==> config.mk <==
export PLATFORM = sky130hd
export DESIGN_NAME = systolic_sequencer_flat
export DESIGN_NICKNAME = d
export VERILOG_FILES = /design/src/rtl/systolic_sequencer_if.sv /design/src/rtl/systolic_sequencer.sv /design/src/flat_wrapper.sv
export SDC_FILE = /design/constraint.sdc
export NUM_CORES = 1
export LEC_CHECK = 0
export BUFFER_PORTS_ARGS = -buffer_cell sky130_fd_sc_hd__buf_2
export CAP_MARGIN = 25
export CORE_ASPECT_RATIO = 2
export CORE_MARGIN = 2
export CORE_UTILIZATION = 55
export DETAILED_ROUTE_END_ITERATION = 12
export GPL_TIMING_DRIVEN = 0
export MAX_ROUTING_LAYER = met4
export PLACE_DENSITY = 0.91
export SYNTH_ARGS = -nofsm -noshare
export SYNTH_HDL_FRONTEND = slang
export SYNTH_SLANG_ARGS = --single-unit
==> constraint.sdc <==
create_clock -name clk -period 6 [get_ports clk]
set_input_delay 1.2 -clock clk [delete_from_list [all_inputs] [get_ports clk]]
set_output_delay 1.2 -clock clk [all_outputs]
set_load 0.1 [all_outputs]
==> src/rtl/systolic_sequencer_if.sv <==
// Bundle of the host configuration, operand stream, array control and result
// stream signals around the systolic array sequencer.
interface systolic_sequencer_if #(
  parameter int N     = 8,
  parameter int LEN_W = 8
);
  logic             cfg_start;
  logic [LEN_W-1:0] cfg_len;
  logic             cfg_xor;
  logic             busy;
  logic             done;

  logic             op_valid;
  logic             op_ready;
  logic [N-1:0]     op_a;
  logic [N-1:0]     op_b;

  logic [N-1:0]     arr_in1;
  logic [N-1:0]     arr_in2;
  logic             arr_valid;
  logic             arr_readout;
  logic             arr_clear;
  logic             arr_usexor;
  logic [N-1:0]     arr_out;

  logic             res_valid;
  logic             res_ready;
  logic [N-1:0]     res_data;
  logic             res_last;

  // Sequencer side
  modport master (
    input  cfg_start, cfg_len, cfg_xor, op_valid, op_a, op_b, arr_out, res_ready,
    output busy, done, op_ready, arr_in1, arr_in2, arr_valid, arr_readout,
           arr_clear, arr_usexor, res_valid, res_data, res_last
  );

  // Host / array side
  modport slave (
    output cfg_start, cfg_len, cfg_xor, op_valid, op_a, op_b, arr_out, res_ready,
    input  busy, done, op_ready, arr_in1, arr_in2, arr_valid, arr_readout,
           arr_clear, arr_usexor, res_valid, res_data, res_last
  );
endinterface

==> src/rtl/systolic_sequencer.sv <==
// Job sequencer for the systolic array: clear, feed K operand pairs, flush
// with zero pairs, then stream out N result rows under backpressure.
module systolic_sequencer #(
  parameter int N         = 8,
  parameter int LEN_W     = 8,
  parameter int DRAIN_CYC = 2*N
) (
  input  logic                  clk,
  input  logic                  reset,
  systolic_sequencer_if.master  bus
);
  localparam int P_W = $clog2(N+1);
  localparam int D_W = $clog2(DRAIN_CYC+1);

  typedef enum logic [2:0] {IDLE, CLEAR, FEED, DRAIN, READ} state_t;

  state_t           state_reg;
  logic [LEN_W-1:0] len_reg;
  logic [LEN_W-1:0] k_reg;
  logic [P_W-1:0]   p_reg;
  logic [D_W-1:0]   drain_reg;
  logic             busy_reg;
  logic             done_reg;
  logic             clear_reg;
  logic             ready_reg;
  logic             usexor_reg;
  logic             res_valid_reg;
  logic             res_last_reg;
  logic [N-1:0]     res_data_reg;

  logic             transfer;
  logic             pulse;

  assign transfer = ready_reg && bus.op_valid;
  // Once the last row sits in the output register no further pulse may fire.
  assign pulse    = (state_reg == READ) &&
                    (!res_valid_reg || (bus.res_ready && !res_last_reg));

  always_ff @(posedge clk or posedge reset) begin
    if (reset) begin
      state_reg     <= IDLE;
      len_reg       <= '0;
      k_reg         <= '0;
      p_reg         <= '0;
      drain_reg     <= '0;
      busy_reg      <= 1'b0;
      done_reg      <= 1'b0;
      clear_reg     <= 1'b0;
      ready_reg     <= 1'b0;
      usexor_reg    <= 1'b0;
      res_valid_reg <= 1'b0;
      res_last_reg  <= 1'b0;
      res_data_reg  <= '0;
    end else begin
      done_reg  <= 1'b0;
      clear_reg <= 1'b0;
      case (state_reg)
        IDLE: begin
          // A start coinciding with the done pulse belongs to the old job.
          if (bus.cfg_start && !done_reg) begin
            state_reg  <= CLEAR;
            len_reg    <= bus.cfg_len;
            usexor_reg <= bus.cfg_xor;
            busy_reg   <= 1'b1;
            clear_reg  <= 1'b1;
          end
        end
        CLEAR: begin
          k_reg     <= '0;
          p_reg     <= '0;
          drain_reg <= '0;
          if (len_reg != '0) begin
            state_reg <= FEED;
            ready_reg <= 1'b1;
          end else begin
            state_reg <= DRAIN;
          end
        end
        FEED: begin
          if (transfer) begin
            if (k_reg == len_reg - 1'b1) begin
              state_reg <= DRAIN;
              ready_reg <= 1'b0;
            end else begin
              k_reg <= k_reg + 1'b1;
            end
          end
        end
        DRAIN: begin
          if (drain_reg == D_W'(DRAIN_CYC - 1)) begin
            state_reg <= READ;
          end else begin
            drain_reg <= drain_reg + 1'b1;
          end
        end
        READ: begin
          if (pulse) begin
            if (p_reg != P_W'(N)) begin
              p_reg <= p_reg + 1'b1;
            end
            // Pulse zero only primes the output chain; its data is stale.
            if (p_reg != '0) begin
              res_data_reg  <= bus.arr_out;
              res_valid_reg <= 1'b1;
              res_last_reg  <= (p_reg == P_W'(N));
            end
          end else if (res_valid_reg && bus.res_ready) begin
            res_valid_reg <= 1'b0;
            if (res_last_reg) begin
              res_last_reg <= 1'b0;
              done_reg     <= 1'b1;
              busy_reg     <= 1'b0;
              state_reg    <= IDLE;
            end
          end
        end
        default: state_reg <= IDLE;
      endcase
    end
  end

  assign bus.busy        = busy_reg;
  assign bus.done        = done_reg;
  assign bus.op_ready    = ready_reg;
  assign bus.arr_valid   = transfer || (state_reg == DRAIN);
  assign bus.arr_in1     = transfer ? bus.op_a : '0;
  assign bus.arr_in2     = transfer ? bus.op_b : '0;
  assign bus.arr_readout = pulse;
  assign bus.arr_clear   = clear_reg;
  assign bus.arr_usexor  = usexor_reg;
  assign bus.res_valid   = res_valid_reg;
  assign bus.res_data    = res_data_reg;
  assign bus.res_last    = res_last_reg;
endmodule

==> src/flat_wrapper.sv <==
// flat-port wrapper written by rule: the top's interface ports become plain ports
module systolic_sequencer_flat 
#(
  parameter int N         = 8,
  parameter int LEN_W     = 8,
  parameter int DRAIN_CYC = 2*N
)
  (clk, reset, bus_cfg_start, bus_cfg_len, bus_cfg_xor, bus_op_valid, bus_op_a, bus_op_b, bus_arr_out, bus_res_ready, bus_busy, bus_done, bus_op_ready, bus_arr_in1, bus_arr_in2, bus_arr_valid, bus_arr_readout, bus_arr_clear, bus_arr_usexor, bus_res_valid, bus_res_data, bus_res_last);
  systolic_sequencer_if #(.N(N), .LEN_W(LEN_W)) bus_i ();
  input  logic clk;
  input  logic reset;
  input wire logic [$bits(bus_i.cfg_start)-1:0] bus_cfg_start;
  input wire logic [$bits(bus_i.cfg_len)-1:0] bus_cfg_len;
  input wire logic [$bits(bus_i.cfg_xor)-1:0] bus_cfg_xor;
  input wire logic [$bits(bus_i.op_valid)-1:0] bus_op_valid;
  input wire logic [$bits(bus_i.op_a)-1:0] bus_op_a;
  input wire logic [$bits(bus_i.op_b)-1:0] bus_op_b;
  input wire logic [$bits(bus_i.arr_out)-1:0] bus_arr_out;
  input wire logic [$bits(bus_i.res_ready)-1:0] bus_res_ready;
  output wire logic [$bits(bus_i.busy)-1:0] bus_busy;
  output wire logic [$bits(bus_i.done)-1:0] bus_done;
  output wire logic [$bits(bus_i.op_ready)-1:0] bus_op_ready;
  output wire logic [$bits(bus_i.arr_in1)-1:0] bus_arr_in1;
  output wire logic [$bits(bus_i.arr_in2)-1:0] bus_arr_in2;
  output wire logic [$bits(bus_i.arr_valid)-1:0] bus_arr_valid;
  output wire logic [$bits(bus_i.arr_readout)-1:0] bus_arr_readout;
  output wire logic [$bits(bus_i.arr_clear)-1:0] bus_arr_clear;
  output wire logic [$bits(bus_i.arr_usexor)-1:0] bus_arr_usexor;
  output wire logic [$bits(bus_i.res_valid)-1:0] bus_res_valid;
  output wire logic [$bits(bus_i.res_data)-1:0] bus_res_data;
  output wire logic [$bits(bus_i.res_last)-1:0] bus_res_last;
  assign bus_i.cfg_start = bus_cfg_start;
  assign bus_i.cfg_len = bus_cfg_len;
  assign bus_i.cfg_xor = bus_cfg_xor;
  assign bus_i.op_valid = bus_op_valid;
  assign bus_i.op_a = bus_op_a;
  assign bus_i.op_b = bus_op_b;
  assign bus_i.arr_out = bus_arr_out;
  assign bus_i.res_ready = bus_res_ready;
  assign bus_busy = bus_i.busy;
  assign bus_done = bus_i.done;
  assign bus_op_ready = bus_i.op_ready;
  assign bus_arr_in1 = bus_i.arr_in1;
  assign bus_arr_in2 = bus_i.arr_in2;
  assign bus_arr_valid = bus_i.arr_valid;
  assign bus_arr_readout = bus_i.arr_readout;
  assign bus_arr_clear = bus_i.arr_clear;
  assign bus_arr_usexor = bus_i.arr_usexor;
  assign bus_res_valid = bus_i.res_valid;
  assign bus_res_data = bus_i.res_data;
  assign bus_res_last = bus_i.res_last;
  systolic_sequencer #(.N(N), .LEN_W(LEN_W), .DRAIN_CYC(DRAIN_CYC)) u_core (.clk(clk), .reset(reset), .bus(bus_i));
endmodule
==> reports/results.txt, run 1 <==
The run finished with clean final reports. Across every metal layer, demand over resource in global routing totals 28.17%. For the buffers inserted during post-CTS setup optimization, the log shows 0.

The insertion delay of the later-clocked pin in the worst-skew pair is 290 ps, and the synthesized area divided by synthesized cell count is 9.799 sq um. The number of enable-type register cells in the synthesized netlist came out at 0. Entering global routing, the biggest net connects 44 pins. The number of antenna violations at the first check in global routing is 0. The endpoint arrival time on the critical path is 2410 ps, and the power after layout is 1.319 mW. Summing every instance area after synthesis gives 2567 sq um. The detailed placer's ending HPWL is 4883 um. The floorplan step set the die width to 52.31 um.

Length in cells of the worst reg-to-reg path: 9. The required time reported for the critical path endpoint was 4800 ps. For the Yosys warning count, the log shows 0. The synthesis-to-finish area growth is 20.03%.

In this run, synthesis produced a sequential element count of 43. The via count of the first global-routing pass is 2376, and the maximum buffer depth of the clock tree is 2. The library cell contributing the largest single delay on the critical path was buf_2.

Share of the yosys chip area belonging to registers: 41.91%. The largest single stage delay on the critical path is 420 ps. The core area was 4554 sq um; the initial detailed-routing violation count was 83. Synthesis produced a netlist with a net count of 306. Static timing analysis puts the maximum clock frequency at 0.2774 GHz. The signal on the critical path passes through clkbuf_1, clkbuf_1, and3_1, buf_2. The fraction of final layout cells sized beyond drive strength 1 is 33.92%, and the number of sinks handled by clock tree synthesis is 43. The initial utilization of the core area, before any placement, comes to 56.37%. Once placement finished, the instance area stood at 2982 sq um.

The initialized floorplan defines 35 standard-cell rows. Hold repair after CTS inserted 0 buffers. Once detail routing completed, the nets flagged for antenna violations numbered 0. The y dimension of the die works out to 100.6 um. After detailed routing, the total wire length is 6523 um. In this design, the critical path's most frequently occurring cell is clkbuf_1. The run gives 2292 as the total via count in the routed design.

In this run the worst path has a maximum fanout of 10. The clock skew after layout came out at 4.577 ps. The relative slew slack came out at 42.06%. The post-synthesis cell type count is 52.

STA classifies the critical path endpoint as a primary output. The measured slew at the worst slew-check pin is 867.8 ps, and the end-of-flow core utilization is 67.66%. First-pass GRT wire length: 10890 um. Path type of the worst min-delay path: reg2reg. The via density per instance works out to 5.817.

After the last flow step, the layout net total stands at 382. At the end of routability-driven placement, the weighted congestion stood at 0.9245. The finished cells cover 3082 sq um. The tools report the buffer type at the clock tree root as clkbuf_8. The start-to-end type of the worst setup path is in2out. The worst setup path is launched from a primary input.

Clock-pin slew on the worst setup and hold paths: 80 ps. After detailed routing, the average wire length per cell comes to 16.56 um. The dominant synthesized flop cell was dfrtp_1. Accumulated negative setup slack: 0 ps. The total count of max-transition violations in the final report is 0, and the final count of negative-setup-slack endpoints is 0. The tools report the number of hold violations in the final report as 0.

For this design the ratio of total power to cell area is 428.0 nW/um^2. In the routed design, unresolved DRC markers number 0. The run gives 2 as the CTS H-tree depth. Synthesis handed over a netlist of 262 instances. The clock period could shrink to 3605 ps. After clock tree synthesis, the repair step resized 0 gates.

TritonCTS built the clock tree. Setup repair after global routing left no endpoint under its margin. IR analysis of the VDD net gives a maximum drop of 0.2872 mV. Before antenna repair, the detailed router went through 4 iterations. For this run the aggregate overflow at the end of global routing stands at 0. The number of max-capacitance violations reported is 0.

In this run the static leakage power is 1.575 nW. The die footprint was 5264 sq um. In this run the count of I/O pins placed on the die edge is 71.

The number of clock buffers added by TritonCTS is 5. During placement, the flow inserted port buffers numbering 69. The number of cells on the worst hold path works out to 1.

The number of antenna diodes in the final layout is 0. The worst path uses 60.09% of the clock period. For this run, asynchronously set or reset flops after synthesis account for 100.0%.
area by class of cell:
cell class	count	area, sq um
fill	370	1473
multi-input combinational	195	1388
sequential	43	1076
timing repair buffer	69	345.3
clock buffer	8	100.1
tap	55	68.82
buffer	13	62.56
inverter	11	41.29
cells in the final DEF (no fill, tap or decap), types with 6 or more instances in the layout:
cell type	instances
a21oi_1	7
nand3_1	11
clkbuf_8	7
clkbuf_1	7
nand2_1	27
and3_1	20
o21ai_0	12
ha_1	6
dfrtp_1	43
inv_1	10
mux2_2	15
nor3_1	6
buf_2	74
o211ai_1	6
xor2_1	9
nor2_1	17
worst max-delay path: cells and delay by family:
family	cells	cell delay (ps)
buffers and inverters	3	990
and+or+nand+nor	1	200
path summary, 6_finish.rpt:
| path | from | end | slack (ps) |
|---|---|---|---|
| worst max-delay path | bus_op_valid | bus_arr_in1[3] | 2390 |
| worst min-delay path | u_core.bus.res_data[5] | u_core.bus.res_data[5] | 510 |
| worst max register to register | u_core.len_reg[0] | u_core.k_reg[2] | 3770 |
| worst min register to register | u_core.bus.res_data[5] | u_core.bus.res_data[5] | 510 |
| max in group asynchronous | reset | u_core.drain_reg[1] | 4360 |
| min in group asynchronous | reset | u_core.bus.res_data[4] | 1070 |
through the flow:
| stage | worst slack [ps] | hold WS (ps) | std cells |
|---|---|---|---|
| after floorplan | 1893 | 468.8 | 262 |
| after global placement | 2470 | 478.0 | 386 |
| after detailed placement | 2410 | 495.1 | 386 |
| after CTS | 2408 | 515.5 | 394 |
| after global routing | 2269 | 530.3 | 394 |
| final | 2395 | 513.9 | 394 |
cell usage after synthesis (all sizes together) (2+ instances only):
master / number / share of area [%]
a22o: 2 / 0.68
a21oi: 9 / 2.0
xor2: 9 / 3.1
buf: 7 / 1.6
a211o: 6 / 2.1
ha: 6 / 2.9
nand2b: 2 / 0.49
nand3: 11 / 2.1
dfrtp: 43 / 42
o21ai: 18 / 4.5
nand2: 27 / 3.9
inv: 11 / 1.6
nand4: 5 / 1.2
o211ai: 8 / 3.1
nor3: 6 / 1.2
clkbuf: 6 / 0.88
nor3b: 2 / 1.0
xnor2: 5 / 1.7
mux2: 15 / 6.6
nor2: 17 / 2.5
and3: 21 / 5.2
nor4: 2 / 1.1
nand4b: 2 / 0.68
a21boi: 3 / 1.3
mux2i: 4 / 1.6
report_power, final:
| group | switching (mW) | internal, mW | total [mW] |
|---|---|---|---|
| Sequential | 0.0869 | 0.363 | 0.450 |
| Combinational | 0.455 | 0.212 | 0.667 |
| Clock | 0.0966 | 0.105 | 0.202 |
cells by family after synthesis:
family	after synthesis	share of synthesized area (%)
muxes	19	8.138
and+or+nand+nor	102	21.54
adders and majority gates	6	2.924
DFF	43	41.91
AOI/OAI and AO/OA	54	16.67
xor gates and xnor gates	14	4.776
buffers and inverters	24	4.044
metal layers:
layer | global-route usage (%) | vias to the layer above | share of wire, %
met1 | 29.24 | 1116 | 34
met2 | 49.42 | 68 | 59
met5 | - | - | 0
met3 | 3.858 | 21 | 3.1
li1 | - | 1087 | -
met4 | 14.79 | 0 | 3.4
No activity file was read; power rests on OpenSTA's default activity.
==> run 2, diff against run 1 <==
--- a/config.mk
+++ b/config.mk
@@ -9,11 +9,11 @@
 export CAP_MARGIN = 25
 export CORE_ASPECT_RATIO = 2
 export CORE_MARGIN = 2
-export CORE_UTILIZATION = 55
+export CORE_UTILIZATION = 52
 export DETAILED_ROUTE_END_ITERATION = 12
 export GPL_TIMING_DRIVEN = 0
 export MAX_ROUTING_LAYER = met4
-export PLACE_DENSITY = 0.91
+export PLACE_DENSITY = 0.87
 export SYNTH_ARGS = -nofsm -noshare
 export SYNTH_HDL_FRONTEND = slang
 export SYNTH_SLANG_ARGS = --single-unit
==> constraint.sdc (replaced) <==
create_clock -name clk -period 3.5 [get_ports clk]
set_input_delay 0.7 -clock clk [delete_from_list [all_inputs] [get_ports clk]]
set_output_delay 0.7 -clock clk [all_outputs]
set_load 0.1 [all_outputs]
==> reports/results.txt, run 2 (same netlist as run 1, synthesis figures left out) <==
The total power density per cell area was 726.8 nW/um^2 (+70%). For the final-stage net count, the log shows 382 (unchanged). The CTS H-tree depth is 2 (unchanged), and the detailed-routing iteration count for the pre-antenna-repair pass is 4 (unchanged). The largest fanout on the critical path works out to 10 (unchanged). The run gives 0 (unchanged) as the total count of max-transition violations in the final report. The insertion delay of the later-clocked pin in the worst-skew pair was 300 ps (about the same). The number of nets still failing antenna checks after routing is 0 (unchanged), and the worst setup margin is 928.5 ps (-1466 ps). The reg-to-reg critical path startpoint is u_core.state_reg[0]. The worst hold path begins at u_core.bus.res_data[3]. The logs give 2279 (-0.57%) for the total via count in the routed design and 0.8936 (-3.3%) for the final RePlAce weighted congestion. Setup repair after global routing left no endpoint under its margin.

The setup path with the least slack is of type in2out. The worst ir drop on vdd came out at 0.4662 mV (+62%). The via density per instance is 5.755 (-1.1%), and the accumulated negative setup slack is 0 ps (unchanged). The first-pass GRT wire length came out at 10190 um (-6.4%). The tools report the die footprint as 5549 sq um (+5.4%). Timing would allow up to 0.3889 GHz.

The most common cell after layout, fill and taps aside is buf_2. The pin count of the biggest net entering global routing came out at 44 (unchanged). The tools report the worst setup slack after placement as 947.0 ps (-1463 ps).

For the final count of negative-setup-slack endpoints, the log shows 0 (unchanged). Number of max-capacitance violations reported: 0 (unchanged). The flow ran to the end, and the final reports show no timing, DRC or antenna violations. The tools report the endpoint arrival time on the critical path as 1870 ps (-540 ps).

The root buffer cell chosen for the clock tree is clkbuf_8. Aggregate global-route resource usage: 25.59% (-2.6 points). The number of port buffers came out at 69 (unchanged). The logs give 1.564 nW (-0.72%) for the leakage power and 5.266 ps (+0.6889 ps) for the clock skew after layout. The number of instances resized during post-cts repair is 0 (unchanged), and the detailed placer's ending HPWL is 4767 um (-2.4%). The tools report the number of antenna violations at the first check in global routing as 0 (unchanged). STA classifies the critical path startpoint as a primary input. For the setup slack of the worst register-to-register path, the log shows 1200 ps (-2570 ps).

The number of hold violations in the final report was 0 (unchanged); the post-route DRC violation count was 0 (unchanged). The logs give 0 (unchanged) for the number of inserted diodes and 2 (unchanged) for the maximum buffer depth of the clock tree. The global route total overflow was 0 (unchanged); the required time reported for the critical path endpoint was 2800 ps (-2000 ps).

Leaving out fill and tap cells, the most frequent cells in the layout are buf_2 (74), dfrtp_1 (43), nand2_1 (27). Clock-pin slew on the worst setup and hold paths: 80 ps (about the same). The path type of the worst min-delay path was reg2reg. For the core area, the log shows 4820 sq um (+5.8%). The logs give 53.27% (-3.1 points) for the starting utilization of the core area and 6387 um (-2.1%) for the wire length reported by the detailed router. In the finished design, the share of the clock period the worst path needs comes to 73.47%. The logs give 71 (unchanged) for the number of top-level pins and 62 (-25%) for the initial detailed-routing violation count. The buffers inserted during post-CTS setup optimization was 0 (unchanged); the final cell count without fillers was 396 (+0.51%). TritonCTS built the clock tree. The relative slew slack is 40.88% (-1.2 points). The x dimension of the die works out to 53.69 um (+2.6%).

Tracing the worst setup path back leads to its startpoint at bus_op_valid. The number of sinks handled by clock tree synthesis is 43 (unchanged), and the synthesis-to-finish area growth is 19.69%. For the finished layout, the period the worst path requires is 2572 ps. The number of clock buffers inserted by TritonCTS was 5 (unchanged). The fraction of final layout cells sized beyond drive strength 1 is 34.22% (+0.29 points), and the measured slew at the worst slew-check pin is 885.5 ps (+17.67 ps). The total number of placement rows was 36 (+2.9%). The y dimension of the die was 103.4 um (+2.7%); the hold buffer count at cts was 0 (unchanged).

The routed length per placed instance is 16.13 um (-2.6%). The via count of the first global-routing pass was 2245 (-5.5%); the end-of-flow core utilization was 63.76% (-3.9 points). STA classifies the critical path endpoint as a primary output. The number of cells in the design after placement came out at 388 (+0.52%).
run 2: changes by cell type in the layout (fill, tap and decap cells not counted), sizes merged:
cell,previous run,this run
clkbuf,14,11
clkinv,0,1
clkinvlp,0,2
run 2: metal layers:
layer | global-route usage [%] | share of wire, % | routed length, um
met1 | 25.07 | 34 | 2194
met2 | 47.37 | 60 | 3850
met3 | 2.730 | 3.1 | 200
met4 | 12.23 | 2.2 | 141
met5 | - | 0 | 0
run 2: layout make-up:
cell class | count | area [sq um]
flip-flops and latches | 43 | 1076
inverters | 11 | 41.29
clock buffers | 5 | 68.82
well taps | 57 | 71.32
plain buffers | 13 | 62.56
fillers | 410 | 1747
repair buffers | 69 | 345.3
multi-input cells | 195 | 1388
clock inverters | 3 | 20.02
run 2: path summary, 6_finish.rpt:
path,endpoint,cells past startpoint
max,bus_arr_in1[3],4
min,u_core.bus.res_data[3],1
max reg2reg,u_core.bus.arr_usexor,4
min reg2reg,u_core.bus.res_data[3],1
max in group asynchronous,u_core.drain_reg[4],2
min in group asynchronous,u_core.len_reg[7],2
run 2: stage by stage:
step           power (mW)  hold WS [ps]  instance area (sq um)
6_report            2.233         506.6                   3073
5_1_grt             2.376         522.1                   3073
4_1_cts             2.238         509.0                   3073
3_5_place_dp        1.908         490.2                   2984
3_3_place_gp        1.869         478.0                   2984
2_1_floorplan       1.670         468.8                   2567
run 2: power by group:
part           switching (mW)  leakage [nW]  internal [mW]
registers               0.155         0.555          0.622
clock network           0.185        0.0402          0.139
logic                   0.768         0.969          0.364
run 2: worst max-delay path, stage by stage:
cell      delay (ps)
clkbuf_1         260
clkbuf_1         280
and3_1           210
buf_2            420
